File: config.mk
export PLATFORM = sky130hd
export DESIGN_NAME = pc_gen_unit
export DESIGN_NICKNAME = d
export VERILOG_FILES = /design/src/rtl/pc_gen_unit.sv
export SDC_FILE = /design/constraint.sdc
export NUM_CORES = 1
export LEC_CHECK = 0
export ABC_CLOCK_PERIOD_IN_PS = 4800
export BUFFER_PORTS_ARGS = -buffer_cell sky130_fd_sc_hd__buf_2
export CAP_MARGIN = 20
export CORE_UTILIZATION = 35
export DETAILED_ROUTE_END_ITERATION = 10
export GPL_TIMING_DRIVEN = 0
export PLACE_DENSITY = 0.59
export REMOVE_ABC_BUFFERS = 1
export SETUP_SLACK_MARGIN = 0.05
export SLEW_MARGIN = 20
export SYNTH_ARGS = -nofsm -noshare
export SYNTH_HDL_FRONTEND = slang
export SYNTH_SLANG_ARGS = --single-unit
File: constraint.sdc
create_clock -name clock -period 4.8 [get_ports clock]
set_clock_uncertainty 0.05 [all_clocks]
set_input_delay 1.2 -clock clock [delete_from_list [all_inputs] [get_ports clock]]
set_output_delay 1.2 -clock clock [all_outputs]
set_load 0.05 [all_outputs]
File: src/rtl/pc_gen_unit.sv
// pc_gen_unit: PC register with next-PC select, alignment check and optional return-address stack (PC_RAS_EN)
module pc_gen_unit #(
  parameter int XLEN = 32,
  parameter logic [XLEN-1:0] RESET_VEC = '0,
  parameter int IALIGN = 32,
  parameter int RAS_DEPTH = 4
) (
  input  logic            clock,
  input  logic            Reset,
  input  logic [2:0]      pc_sel,
  input  logic            br_taken,
  input  logic [XLEN-1:0] br_offset,
  input  logic [XLEN-1:0] jal_offset,
  input  logic [XLEN-1:0] jalr_base,
  input  logic [XLEN-1:0] jalr_offset,
  input  logic [XLEN-1:0] trap_vec,
  input  logic [XLEN-1:0] epc,
  input  logic            stall,
  input  logic            fetch_ready,
  input  logic            is_call,
  input  logic            is_ret,
  output logic [XLEN-1:0] pc,
  output logic [XLEN-1:0] pc_next,
  output logic            fetch_valid,
  output logic            misalign,
  output logic [XLEN-1:0] bad_addr,
  output logic [XLEN-1:0] ras_top,
  output logic            ras_valid
);
  logic [XLEN-1:0] seq_pc;
  logic            is_trap;
  logic            commit;
  logic            bad_tgt;
  logic            ok_commit;
  // next-PC selection and the committing-cycle alignment check
  always_comb begin
    seq_pc = pc + XLEN'(4);
    pc_next = pc_sel == 3'b001 ? (br_taken ? pc + br_offset : seq_pc) :
              pc_sel == 3'b010 ? pc + jal_offset :
              pc_sel == 3'b011 ? (jalr_base + jalr_offset) & ~XLEN'(1) :
              pc_sel == 3'b100 ? trap_vec :
              pc_sel == 3'b101 ? epc : seq_pc;
    is_trap = pc_sel == 3'b100;
    commit = fetch_valid & fetch_ready & ~stall & ~is_trap;
    bad_tgt = commit & (IALIGN == 16 ? pc_next[0] : |pc_next[1:0]);
    ok_commit = commit & ~bad_tgt;
  end
  // architectural PC, fetch-valid and misalign reporting
  always_ff @(posedge clock) begin
    if (!Reset) begin
      pc <= RESET_VEC;
      fetch_valid <= 1'b0;
      misalign <= 1'b0;
      bad_addr <= '0;
    end else begin
      fetch_valid <= 1'b1;
      misalign <= bad_tgt;
      if (bad_tgt) bad_addr <= pc_next;
      if (is_trap | ok_commit) pc <= pc_next;
    end
  end
`ifdef PC_RAS_EN
  localparam int PW = $clog2(RAS_DEPTH);
  localparam int CW = PW + 1;
  localparam logic [CW-1:0] FULL = CW'(RAS_DEPTH);
  logic [XLEN-1:0] ras [RAS_DEPTH];
  logic [PW-1:0]   ptr;
  logic [CW-1:0]   cnt;
  logic            push;
  logic            pop;
  logic [PW-1:0]   ptr_inc;
  // push/pop qualification; the pointer always indexes the current top entry
  always_comb begin
    push = ok_commit & is_call & (pc_sel == 3'b010 | pc_sel == 3'b011);
    pop = ok_commit & is_ret & pc_sel == 3'b011;
    ptr_inc = ptr + 1'b1;
    ras_valid = cnt != '0;
    ras_top = ras_valid ? ras[ptr] : '0;
  end
  // circular stack: a full push overwrites the oldest slot, an empty pop is ignored
  always_ff @(posedge clock) begin
    if (!Reset) begin
      ptr <= '0;
      cnt <= '0;
    end else if (push & pop) begin
      ras[ptr] <= seq_pc;
    end else if (push) begin
      ras[ptr_inc] <= seq_pc;
      ptr <= ptr_inc;
      cnt <= cnt == FULL ? cnt : cnt + 1'b1;
    end else if (pop & ras_valid) begin
      ptr <= ptr - 1'b1;
      cnt <= cnt - 1'b1;
    end
  end
`else
  logic unused_ras;
  assign unused_ras = ^{is_call, is_ret, ok_commit};
  assign ras_top = '0;
  assign ras_valid = 1'b0;
`endif
endmodule
After elaboration in Yosys (flattened, before gate mapping)

Cells that the tools add are included.

Register bits: 66
Input port bits: 202
Output and inout bits: 131
Word-level logic and storage cells: 30

Add/sub/neg operators: 4
Equality and inequality tests: 5
Muxes and demuxes: 7
Bitwise gates (word level): 9
Reduce and logical (&&, ||, !) cells: 1

Operators with widths:

| operator                | count |
|---|---|
| $mux W32                | 6 |
| $add A32 B32 Y32        | 3 |
| $add A32 B3 Y32 const B | 1 |
| $eq A3 B2 Y1 const B    | 2 |
| $eq A3 B3 Y1 const B    | 2 |
| $and A1 B1 Y1           | 5 |
| $eq A3 B1 Y1 const B    | 1 |
| $not A1 Y1              | 3 |
| $reduce_or A2 Y1        | 1 |
| $mux W1                 | 1 |
| $or A1 B1 Y1            | 1 |

Logic depth before layout (Yosys ltp)

Depth in word-level cells: 11
Gate-level depth with buffers: 11
Gate-level depth less buffers: 11

Least setup slack after synthesis

Ideal clock, no wire load.

Kind: input to output
From: input port jal_offset[0]
To: output port pc_next[14]
Arrival time: 4252 ps
Required time: 3550 ps
Slack: -702 ps
Cell stages on the path: 9
Buffers on the path: 0
Cell sequence: ha_1 fa_1 a21o_1 a221oi_2 o311a_1 o21ai_0 xnor2_1 mux2i_1 a221oi_1

Word-level cells in the longest chain between the ends: 3

Ends and longest elaborated chain:

| element          | RTL line | RTL |
|---|---|---|
| from (decl)      | 13       | `input logic [XLEN-1:0] jal_offset,` |
| $add A32 B32 Y32 | 39       | `pc_sel == 3'b010 ? pc + jal_offset :` |
| $mux W32         | 39       |  |
| $mux W32         | 38       | `pc_next = pc_sel == 3'b001 ? (br_taken ? pc + br_offset : seq_pc) :` |
| to (decl)        | 23       | `output logic [XLEN-1:0] pc_next,` |

Every way passes these cells.

Final worst setup path

From: input port jal_offset[0]
To: output port pc_next[30]

Same word-level chain as after synthesis.

==> out/results.ini <==
[die]
fp.dieArea_um2=30490
start_util_pct=35.95
die_y_um=174.6
coreArea_um2=29010
fp.dieW_um=174.6
io_pins=333
rows=62

[critical_path]
critPathBufInv=2
end_kind=output port
r2r_start=pc[0]$_SDFFE_PN0P_
r2r_cells=7
crit_path_start=jal_offset[0]
worst_ep_arrival_time_ns=3.84
crit_fanout=4
critical_path_depth=13
crit_chain=buf_6, ha_4, fa_2, a21o_1, a221oi_4, o21a_1, a2111o_1, a31oi_2, a221oi_2, xnor2_1, a211oi_2, nor2_1, buf_6
crit_top_cell=buf_6
path_class=input pin to output port
crit_slowest_cell=a221oi_4
cp_data_required_time_ns=3.55
max_stage_delay_ns=0.36
crit_family=compound AO/OA/AOI/OAI gates
crit_path_start_kind=input pin

[placed_design]
dp_cells=2068
hpwl_um=34520
gp_congestion=0.9444
pre_cts_slack_ns=-1.477
placed_area_um2=11970
portBuffers=297

[power]
combinationalPowerShare_pct=58.0
p_sw_mw=1.487
clkPwrFrac_pct=22.0
power_mw=3.175
swShare_pct=46.83
ir_drop_mv=0.1533
seqPwrFrac_pct=20.0
leakagePower_nw=6.398
p_int_mw=1.688
p_per_area_nw_per_um2=216.9

[route]
via_per_inst=5.855
dr.pass1.iters=5
wl_per_cell_um=21.51
via_count=12770
ant_nets=0
drc=0
drt_iter0_markers=1208
routed_wl_um=46920

[cells_and_area]
area_growth_pct=40.38
nets=2090
num-fill-cells=2880
final_util_pct=50.46
instances_no_fill=2181
drive_gt1_share_pct=36.78
regArea_um2=1328
design_area_um2=14640
multi_input_area_um2=9768
diodes=0

[synth]
synth_ff_type=dfxtp_1
synth.largest_area_cell=dfxtp_1
synthCells=1460
synth_top_cells_by_count=a21oi_1 (153), nand2_1 (148), o21ai_0 (120)
seq_area_frac_synth_pct=12.67
yosys-top-cells-area=dfxtp_1 (13%), ha_1 (11%), a21oi_1 (7.3%)
yosysMostFrequentCell=a21oi_1
yosys_warnings=0
netlist_area_um2=10430
async_flop_share_pct=0
yosysUniqueCellTypes=93
synth_edf_count=0
synth_top_area_share_pct=12.67
ys_seq_elements=66
avgSynthCellArea_um2=7.143

[global_route]
antenna_found_initial=0
grt_first_pass_wirelength_um=69080
grt_max_degree=66
grt_pass1_vias=11861
grt_overflow_total=0
grt.total_usage_pct=29.29

[clock_tree]
cts_tree=built
cts_buffers=9
path_clk_slew_ns=0.06
clockRootBuffer=clkbuf_16
cts_sinks=66
cts_buffer_depth=2
postCtsHoldBufs=0
insertion_delay_ns=0.34
htree_levels=3

[sta]
clock.fmax_mhz=196.3
grt_setup_unrepaired=yes
tightest_slew_ns=1.030
slew_headroom_pct=31.28
setup_slack_ns=-0.2936
setup_tns_ns=-3.150
fin_crit_sh_pct=106.1
setup_viol=20
hold_ws_ns=0.3998
slew_viol_final=0
hold_viol_final=0
finalCriticalPeriod_ns=5.094

[min_path]
hold_start=bad_addr[11]$_SDFFE_PN0P_
hold_depth=2
min-delay-path-class=flip-flop to flip-flop

[run]
drv_cap=0

[status]
status=finished, violations left
violations=negative setup slack

final cells by class:
type / count / area share (%)
Timing Repair inverter: 1 / 0.05128
Multi-Input combinational cell: 1269 / 66.72
Timing Repair Buffer: 398 / 17.54
Sequential cell: 66 / 9.068
Clock buffer: 11 / 1.658
Tap cell: 384 / 3.282
Inverter: 47 / 1.256
Clock inverter: 5 / 0.4273
logic make-up (layout without fill, tap and decap cells):
group	after synthesis	after routing	synth area share [%]
multiplexers	35	35	3.431
flip-flops	66	66	12.67
XOR/XNOR	96	96	8.062
AND/OR/NAND/NOR	469	469	22.17
AO/OA/AOI/OAI	540	540	33.80
buffers and inverters	157	462	8.098
other	1	33	0.03596
adder cells (fa/ha/maj)	96	96	11.73
path summary, 6_finish.rpt:
check	to	slack [ns]
worst max-delay path	pc_next[30]	-0.29
worst min-delay path	bad_addr[11]$_SDFFE_PN0P_	0.40
worst max register to register	bad_addr[30]$_SDFFE_PN0P_	1.16
worst min register to register	bad_addr[11]$_SDFFE_PN0P_	0.40
repair_timing:
| action | in CTS | in global routing |
|---|---|---|
| endpoints found under the setup margin | 87 | 30 |
| gates resized for setup | 268 | 99 |
| pin swaps | 105 | 89 |
| setup buffers | 70 | 26 |
| cloned | 1 | 0 |
power by group through the flow:
stage,Clock [mW],Combinational (mW),Sequential [mW]
floorplan,0,0.907,0.703
global placement,0,1.42,0.641
detailed placement,0,1.44,0.641
CTS,0.700,1.70,0.632
global route,0.722,1.95,0.637
finish,0.697,1.84,0.635
registers in the layout (all words and copies together) (netlist names):
signal       flops
bad_addr        32
fetch_valid      1
misalign         1
pc              32
worst min-delay path: cells and delay by family, from the launching register on:
family          cells  cell delay (ns)
compound gates      1             0.05
flops               1             0.31
simple gates        1             0.05
metal layers:
metal	global-route usage, %	share of wire (%)	vias up	wire, um
met5	0	0	-	0
met4	10.62	3.4	0	1585
met3	2.763	7.4	88	3485
met2	47.28	46	622	21430
met1	40.39	44	6013	20420
li1	-	-	6047	-
placed cells by master (no fill, tap or decap), drive strengths merged, types with 16 or more instances in the layout:
| cell type | count |
|---|---|
| nor3 | 29 |
| dfxtp | 66 |
| o21ai | 124 |
| mux2i | 29 |
| nand4 | 30 |
| inv | 46 |
| a31oi | 20 |
| and3 | 18 |
| and2 | 17 |
| nor2 | 104 |
| xnor2 | 62 |
| nand3 | 56 |
| ha | 93 |
| xor2 | 34 |
| a21oi | 154 |
| a21o | 40 |
| a211oi | 32 |
| nand2 | 149 |
| buf | 398 |
| o211ai | 16 |
| conb | 33 |
| nor2b | 19 |
Note: power is estimated with default switching activity, not from simulation.
